## src/rtl/key_pkg.sv

```systemverilog
// Shared types and default timing for the push-button debounce logic.
package key_pkg;

  // Per-key debounce FSM states
  typedef enum logic [1:0] {
    RELEASED,
    PRESS_CHK,
    PRESSED,
    REL_CHK
  } key_state_t;

  localparam int unsigned CLK_HZ = 50_000_000;

  // 20 ms debounce, 500 ms first repeat, 100 ms repeat period
  localparam int unsigned DEBOUNCE_CYCLES_DEF = CLK_HZ / 50;
  localparam int unsigned REPEAT_DELAY_DEF    = CLK_HZ / 2;
  localparam int unsigned REPEAT_PERIOD_DEF   = CLK_HZ / 10;

  // Bits needed for a counter whose largest held value is max_count - 1
  function automatic int unsigned cnt_width(input int unsigned max_count);
    return (max_count > 1) ? $clog2(max_count) : 1;
  endfunction

endpackage

```

## src/rtl/key_debounce_cell.sv

```systemverilog
// One key: 2-flop synchroniser, debounce FSM, stable counter and auto-repeat timer.
module key_debounce_cell
  import key_pkg::*;
#(
  parameter int unsigned DebounceCycles = DEBOUNCE_CYCLES_DEF,
  parameter int unsigned RepeatDelay    = REPEAT_DELAY_DEF,
  parameter int unsigned RepeatPeriod   = REPEAT_PERIOD_DEF,
  parameter bit          RepeatEn       = 1'b0
) (
  input  logic clk_i,
  input  logic rst_ni,
  input  logic key_n_i,
  output logic level_o,
  output logic press_o,
  output logic release_o,
  output logic repeat_o
);

  localparam int unsigned DbW    = cnt_width(DebounceCycles);
  localparam int unsigned RptMax = (RepeatDelay > RepeatPeriod) ? RepeatDelay : RepeatPeriod;
  localparam int unsigned RptW   = cnt_width(RptMax);

  localparam logic [DbW-1:0]  DbLast     = DbW'(DebounceCycles - 1);
  localparam logic [RptW-1:0] RptDlyLast = RptW'(RepeatDelay - 1);
  localparam logic [RptW-1:0] RptPerLast = RptW'(RepeatPeriod - 1);

  logic            sync1_q, sync2_q;
  key_state_t      state_q, state_d;
  logic [DbW-1:0]  db_cnt_q, db_cnt_d;
  logic [RptW-1:0] rpt_cnt_q, rpt_cnt_d;
  logic            rpt_armed_q, rpt_armed_d;  // first repeat already emitted
  logic [RptW-1:0] rpt_last;
  logic            level_q, level_d;
  logic            press_q, press_d;
  logic            release_q, release_d;
  logic            repeat_q, repeat_d;

  // Two-flop synchroniser; resets to the released level
  always_ff @(posedge clk_i or negedge rst_ni) begin
    if (!rst_ni) begin
      sync1_q <= 1'b1;
      sync2_q <= 1'b1;
    end else begin
      sync1_q <= key_n_i;
      sync2_q <= sync1_q;
    end
  end

  // Debounce FSM next state, stable counter and press/release pulses
  always_comb begin
    state_d   = state_q;
    db_cnt_d  = db_cnt_q;
    level_d   = level_q;
    press_d   = 1'b0;
    release_d = 1'b0;
    unique case (state_q)
      RELEASED: begin
        if (!sync2_q) begin
          db_cnt_d = '0;
          state_d  = PRESS_CHK;
        end
      end
      PRESS_CHK: begin
        if (sync2_q) begin
          state_d = RELEASED;
        end else if (db_cnt_q >= DbLast) begin
          state_d = PRESSED;
          level_d = 1'b1;
          press_d = 1'b1;
        end else begin
          db_cnt_d = db_cnt_q + DbW'(1);
        end
      end
      PRESSED: begin
        if (sync2_q) begin
          db_cnt_d = '0;
          state_d  = REL_CHK;
        end
      end
      REL_CHK: begin
        if (!sync2_q) begin
          state_d = PRESSED;
        end else if (db_cnt_q >= DbLast) begin
          state_d   = RELEASED;
          level_d   = 1'b0;
          release_d = 1'b1;
        end else begin
          db_cnt_d = db_cnt_q + DbW'(1);
        end
      end
      default: state_d = RELEASED;
    endcase
  end

  assign rpt_last = rpt_armed_q ? RptPerLast : RptDlyLast;

  // Auto-repeat timer; entering RELEASED clears it so release always beats a repeat tick
  always_comb begin
    rpt_cnt_d   = rpt_cnt_q;
    rpt_armed_d = rpt_armed_q;
    repeat_d    = 1'b0;
    if (!RepeatEn || press_d || (state_d == RELEASED)) begin
      rpt_cnt_d   = '0;
      rpt_armed_d = 1'b0;
    end else if ((state_q == PRESSED) || (state_q == REL_CHK)) begin
      if (rpt_cnt_q >= rpt_last) begin
        rpt_cnt_d   = '0;
        rpt_armed_d = 1'b1;
        repeat_d    = 1'b1;
      end else begin
        rpt_cnt_d = rpt_cnt_q + RptW'(1);
      end
    end
  end

  // State, counters and registered outputs
  always_ff @(posedge clk_i or negedge rst_ni) begin
    if (!rst_ni) begin
      state_q     <= RELEASED;
      db_cnt_q    <= '0;
      rpt_cnt_q   <= '0;
      rpt_armed_q <= 1'b0;
      level_q     <= 1'b0;
      press_q     <= 1'b0;
      release_q   <= 1'b0;
      repeat_q    <= 1'b0;
    end else begin
      state_q     <= state_d;
      db_cnt_q    <= db_cnt_d;
      rpt_cnt_q   <= rpt_cnt_d;
      rpt_armed_q <= rpt_armed_d;
      level_q     <= level_d;
      press_q     <= press_d;
      release_q   <= release_d;
      repeat_q    <= repeat_d;
    end
  end

  assign level_o   = level_q;
  assign press_o   = press_q;
  assign release_o = release_q;
  assign repeat_o  = repeat_q;

endmodule

```

## src/rtl/key_debounce_pulse.sv

```systemverilog
// Debounces N active-low push buttons into level, press, release and repeat pulses.
module key_debounce_pulse
  import key_pkg::*;
#(
  parameter int unsigned        N_KEYS          = 4,
  parameter int unsigned        DEBOUNCE_CYCLES = DEBOUNCE_CYCLES_DEF,
  parameter int unsigned        REPEAT_DELAY    = REPEAT_DELAY_DEF,
  parameter int unsigned        REPEAT_PERIOD   = REPEAT_PERIOD_DEF,
  parameter logic [N_KEYS-1:0]  REPEAT_EN       = {N_KEYS{1'b0}}
) (
  input  logic              CLOCK_50,
  input  logic              rst_n,
  input  logic [N_KEYS-1:0] key_n,
  output logic [N_KEYS-1:0] key_level,
  output logic [N_KEYS-1:0] key_press,
  output logic [N_KEYS-1:0] key_release,
  output logic [N_KEYS-1:0] key_repeat
);

  for (genvar i = 0; i < N_KEYS; i++) begin : g_key
    key_debounce_cell #(
      .DebounceCycles(DEBOUNCE_CYCLES),
      .RepeatDelay   (REPEAT_DELAY),
      .RepeatPeriod  (REPEAT_PERIOD),
      .RepeatEn      (REPEAT_EN[i])
    ) u_cell (
      .clk_i    (CLOCK_50),
      .rst_ni   (rst_n),
      .key_n_i  (key_n[i]),
      .level_o  (key_level[i]),
      .press_o  (key_press[i]),
      .release_o(key_release[i]),
      .repeat_o (key_repeat[i])
    );
  end

endmodule

```

## config.mk

```make
export PLATFORM = sky130hd
export DESIGN_NAME = key_debounce_pulse
export DESIGN_NICKNAME = d
export VERILOG_FILES = /design/src/rtl/key_pkg.sv /design/src/rtl/key_debounce_cell.sv /design/src/rtl/key_debounce_pulse.sv
export SDC_FILE = /design/constraint.sdc
export NUM_CORES = 1
export LEC_CHECK = 0
export ABC_AREA = 1
export CORE_MARGIN = 2
export CORE_UTILIZATION = 67
export CTS_CLUSTER_SIZE = 14
export DETAILED_ROUTE_END_ITERATION = 12
export PLACE_DENSITY = 0.86
export SYNTH_ARGS = -nofsm -noshare
export SYNTH_HDL_FRONTEND = slang
export SYNTH_HIERARCHICAL = 1
export SYNTH_SLANG_ARGS = --single-unit
```

## constraint.sdc

```tcl
create_clock -name CLOCK_50 -period 3.5 [get_ports CLOCK_50]
set_input_delay 0.7 -clock CLOCK_50 [delete_from_list [all_inputs] [get_ports CLOCK_50]]
set_output_delay 0.7 -clock CLOCK_50 [all_outputs]
set_load 0.01 [all_outputs]
```

-- Word-level counts from Yosys, hierarchy flattened
Index checks and enable logic that the tools add are counted.
- output and inout bits: 16
- word-level logic and storage cells: 192
- input bits: 6
- register bits after elaboration: 108
- reductions and logical operators: 20
- multiplexer cells: 92
- $lt $le $gt $ge: 4
- equality and inequality tests: 44
- add/subtract/negate cells: 4
- operator list (operator ; count):
    20-bit two-way mux ; 20
    20-bit case mux with 4 select lines ; 4
    20-bit by 1-bit adder with 20-bit output (second input constant) ; 4
    20-bit greater-or-equal comparator (second input constant) ; 4
    2-bit two-way mux ; 24
    1-bit two-way mux ; 36
    2-bit by 1-bit inequality test with 1-bit output (second input constant) ; 16
    2-bit case mux with 4 select lines ; 4
    4-bit AND reduction ; 8
    5-bit AND reduction ; 4
    2-bit equality test (second input constant) ; 8
    2-bit inequality test (second input constant) ; 8
    3-bit by 1-bit inequality test with 1-bit output (second input constant) ; 4
    3-bit inequality test (second input constant) ; 4
    2-bit by 1-bit equality test with 1-bit output (second input constant) ; 4
    2-bit logical NOT ; 4
    1-bit case mux with 2 select lines ; 4
    2-bit nonzero test ; 4

-- Longest topological paths before layout
- depth after elaboration: 4
- mapped depth: 11
- gate-level depth less buffers: 10

-- By module
The synthesis kept the hierarchy.
- by module, submodules not included (module ; times used ; area an instance (um^2) ; cells each ; sequential area each (um^2)):
    key_debounce_cell (g_key[0].u_cell ...) ; 3 ; 1779.2 ; 254 ; 678.2
    key_debounce_cell (g_key[3].u_cell) ; 1 ; 1737.9 ; 254 ; 678.2

-- Least setup slack after synthesis
Ideal clock, no wire load.
- kind: reg2reg
- start: reg g_key[0].u_cell.db_cnt_q[0]
- end: reg g_key[0].u_cell.db_cnt_q[3]
- data required time: 3.383 ns
- slack: 1.867 ns
- arrival: 1.516 ns
- setup time: 0.117 ns
- cell stages (with the launch flop): 11
- period minus slack after synthesis: 1.633 ns
- buffers on the path: 2
- path through: dfrtp_1 ha_1 nand3_4 nor2_4 nand3_2 nand3_2 nand2_2 buf_6 buf_8 nand3_1 nand2_1
- cells in the longest elaborated chain, start to end: 4
- elaborated cells between the ends (all ways): 6
- those cells by class: add/sub (1); order compare (1); mux (4)
- RTL lines (item ; line ; source):
    start, declared ; key_debounce_cell.sv:29 ; logic [DbW-1:0] db_cnt_q, db_cnt_d;
    start signal, assigned ; key_debounce_cell.sv:129 ; db_cnt_q <= db_cnt_d;
    20-bit by 1-bit adder with 20-bit output or 20-bit greater-or-equal comparator (tied branches) ; n/a ;
    20-bit two-way mux (*) ; key_debounce_cell.sv:66, key_debounce_cell.sv:83 ;
    20-bit two-way mux, on equally long branches ; key_debounce_cell.sv:81, key_debounce_cell.sv:64 ;
    20-bit case mux with 4 select lines (*) ; key_debounce_cell.sv:56 ; unique case (state_q)
Mark *: on every way between the ends. The rest lies on a longest branch, timed or not. The select of a mux whose other input is x is not followed.
A chain may end at the register's enable or synchronous reset.

-- Worst setup path in the final report
- start: reg g_key[1].u_cell.db_cnt_q[0]
- end: reg g_key[1].u_cell.db_cnt_q[6]
- cells in the longest elaborated chain, start to end: 4
- elaborated cells between the ends (all ways): 6
- those cells by class: add/sub (1); order compare (1); mux (4)
- RTL lines (item ; line):
    start, declared ; key_debounce_cell.sv:29
    start signal, assigned ; key_debounce_cell.sv:129
    20-bit by 1-bit adder with 20-bit output or 20-bit greater-or-equal comparator (tied branches) ; n/a
    20-bit two-way mux (*) ; key_debounce_cell.sv:66, key_debounce_cell.sv:83
    20-bit two-way mux, on equally long branches ; key_debounce_cell.sv:81, key_debounce_cell.sv:64
    20-bit case mux with 4 select lines (*) ; key_debounce_cell.sv:56
Marks and branches as above.

==> flow_metrics.env <==
export IMPL_synth_edf_count=0
export IMPL_synth_seq_area_share_pct=38.3
export IMPL_wl_per_cell_um=12.3
export IMPL_num_vias=6120
export IMPL_max_freq_mhz=449
export IMPL_postCtsSetupBuffers=0
export IMPL_synth_simple_area_share_pct=45.0
export IMPL_grt_ovfl_total=0
export IMPL_slew_headroom_pct=49.0
export IMPL_tightest_slew_ns=0.764
export IMPL_crit_chain="ha_1, nand3_4, nor2_4, nand3_2, nand3_2, nand2_2, nand2_2, nand2_1, nand2_1"
export IMPL_viasPerCell=5.31
export IMPL_worstSetupStartpointType="flip-flop"
export IMPL_period_minus_slack_ns=2.23
export IMPL_ant_nets=0
export IMPL_first_global_vias=5750
export IMPL_r2r_start="g_key[1].u_cell/db_cnt_q[0]"
export IMPL_crit_start="g_key[1].u_cell/db_cnt_q[0]"
export IMPL_synth_top_area_share_pct=35.4
export IMPL_antenna_diode_count=0
export IMPL_drtIter0Drc=312
export IMPL_ys_async_sr_fraction_pct=100
export IMPL_num_io_pins=22
export IMPL_cpLargestDelayFamily="simple AND/OR/NAND/NOR gates"
export IMPL_slew_viol_final=0
export IMPL_critPathRequiredTime_ns=3.81
export IMPL_fin_nets=1021
export IMPL_arrival_ns=2.54
export IMPL_fillers=886
export IMPL_yosys_top_cells_area="dfrtp_1, nand2_1, nor2_1, nand3_1, xor2_1"
export IMPL_syn_area_um2=7080
export IMPL_root_buffer="clkbuf_8"
export IMPL_track_usage_pct=27.0
export IMPL_cts_resized_gates=0
export IMPL_io_buffers=17
export IMPL_first_pass_iters=5
export IMPL_synth_compound_area_share_pct=1.43
export IMPL_yosysMostFrequentCell="nand2_1"
export IMPL_dpl_hpwl_mm=10.0
export IMPL_die_w_um=107
export IMPL_cts_tree="yes"
export IMPL_min_period_over_period_pct=63.7
export IMPL_max_stage_delay_ns=0.45
export IMPL_grt_setup_unrepaired="false"
export IMPL_synth_top_cell_by_area="dfrtp_1"
export IMPL_drive_gt1_share_pct=6.99
export IMPL_synth_xor_area_share_pct=5.94
export IMPL_place_congestion=0.911
export IMPL_insertion_delay_ns=0.38
export IMPL_cp_slowest_cell="dfrtp_1"
export IMPL_placed_cell_area_um2=7120
export IMPL_h_tree_depth=3
export IMPL_design_die_area_um2=11400
export IMPL_cp_num_buf_inv=0
export IMPL_setup_ws_ns=1.27
export IMPL_initial_core_util_pct=68.8
export IMPL_rows=37
export IMPL_coreArea_um2=10300
export IMPL_cts_buffers=9
export IMPL_synth_seq_cells=108
export IMPL_fin_area_um2=7320
export IMPL_fin_skew_ns=0.00625
export IMPL_pwr_density_cell_nw_per_um2=300
export IMPL_hold_viol=0
export IMPL_maxCapViolCount=0
export IMPL_drt_total_wl_mm=14.2
export IMPL_ys_warn_count=6
export IMPL_outcome="complete, no violations"
export IMPL_syn_nets=1026
export IMPL_synthAdderAreaFrac_pct=0.707
export IMPL_hold_class="primary input to async pin"
export IMPL_antenna_found_initial=0
export IMPL_setup_tns_final_ns=0
export IMPL_synthFlopType="dfrtp_1"
export IMPL_clockBufferDepth=2
export IMPL_synth_mux_area_share_pct=0
export IMPL_synth_cell_type_count=29
export IMPL_ir_worst_vdd_mv=0.334
export IMPL_syn_avg_cell_area_um2=6.96
export IMPL_path_clk_slew_ns=0.09
export IMPL_ctsHoldBuffers=0
export IMPL_grt_pass1_wl_mm=25.3
export IMPL_critPathCaptureType="flip-flop"
export IMPL_syn_to_final_growth_pct=3.40
export IMPL_cp_max_fo=21
export IMPL_pre_cts_ws_ns=1.36
export IMPL_cts_sinks=108
export IMPL_die_h_um=107
export IMPL_finalSetupViolations=0
export IMPL_crit_type="flip-flop to flip-flop"
export IMPL_synthTopCellsByCount="nand2_1, nor2_1, nand3_1"
export IMPL_drc_errors=0
export IMPL_leakagePower_uw=0.00359
export IMPL_grt_max_degree=61
export IMPL_synth_top_family_by_area="simple AND/OR/NAND/NOR gates"
export IMPL_synthesis_instances=1016
-- power by group --
group | internal [uW] | switching, uW
Combinational | 30.5 | 92.1
Sequential | 1270 | 34.8
Clock | 350 | 415
Total | 1650 | 542
-- logic make-up after synthesis --
| group | after synthesis |
|---|---|
| AND/OR/NAND/NOR | 729 |
| buffers and inverters | 107 |
| AO/OA/AOI/OAI | 16 |
| flip-flops | 108 |
| other | 4 |
| XOR/XNOR | 48 |
| adder cells (fa/ha/maj) | 4 |
-- layout by cell type (no fill, tap or decap), drive strengths merged --
cell type | netlist | routed
clkdlybuf4s50 | 0 | 16
inv | 72 | 72
o21ai | 12 | 12
ha | 4 | 4
buf | 26 | 3
dfrtp | 100 | 100
conb | 4 | 4
nand4 | 33 | 33
nand2 | 384 | 384
xor2 | 48 | 48
nor2 | 184 | 184
clkinv | 0 | 1
o21bai | 4 | 4
and2 | 4 | 4
nand3b | 1 | 1
bufinv | 0 | 1
clkinvlp | 0 | 2
nand3 | 123 | 123
dfstp | 8 | 8
clkbuf | 9 | 12
-- registers in the layout, summed over array words and instances, names as in the netlist, named ones only --
| name | count |
|---|---|
| g_key.u_cell/level_o | 4 |
| g_key.u_cell/sync1_q | 4 |
| g_key.u_cell/db_cnt_q | 80 |
| g_key.u_cell/release_o | 4 |
| g_key.u_cell/state_q | 4 |
| g_key.u_cell/press_o | 4 |
| g_key.u_cell/sync2_q | 4 |
-- metrics by stage --
step | total power (uW) | hold slack (ns) | cells | utilization (%)
after floorplan | 1420 | 0.345 | 1016 | -
after global placement | 1450 | 0.346 | 1136 | 69.3
after detailed placement | 1450 | 0.351 | 1136 | 69.3
after CTS | 2220 | 0.338 | 1152 | 71.2
after global routing | 2290 | 0.356 | 1152 | 71.2
final | 2200 | 0.324 | 1152 | 71.2
-- worst paths after layout --
check,slack (ns),cells after the start,to
worst min register to register,0.36,0,g_key[2].u_cell/sync2_q
worst min-delay path,0.32,1,g_key[3].u_cell/state_q[0]
worst max-delay path,1.27,9,g_key[1].u_cell/db_cnt_q[6]
worst max register to register,1.27,9,g_key[1].u_cell/db_cnt_q[6]
min in group CLOCK_50,0.36,0,g_key[2].u_cell/sync2_q
max in group asynchronous,2.41,2,g_key[0].u_cell/sync1_q
-- final cells by class --
type,instances,area [um2],area share (%)
Multi-Input combinational cell,801,3770,51.6
Sequential cell,108,2710,37.1
Inverter,72,270,3.69
Timing Repair Buffer,19,195,2.67
Tap cell,136,170,2.33
Clock buffer,12,145,1.98
Clock inverter,4,50.0,0.684
-- worst reg2reg max path, cell delays in order, from the launching register on --
cell     delay, ns
dfrtp_1       0.45
ha_1          0.34
nand3_4       0.13
nor2_4        0.15
nand3_2       0.11
nand3_2       0.10
nand2_2       0.26
nand2_2       0.44
nand2_1       0.11
nand2_1       0.08
-- routing by layer --
layer  up-vias  track usage (%)  part of all wire, %
met2       146             43.9                   47
met5         -                0                    0
met3        12             5.17                  4.3
met1      2799             36.3                   48
li1       3163                -                    -
met4         0             9.18                  1.0
No activity file was read; power rests on OpenSTA's default activity.
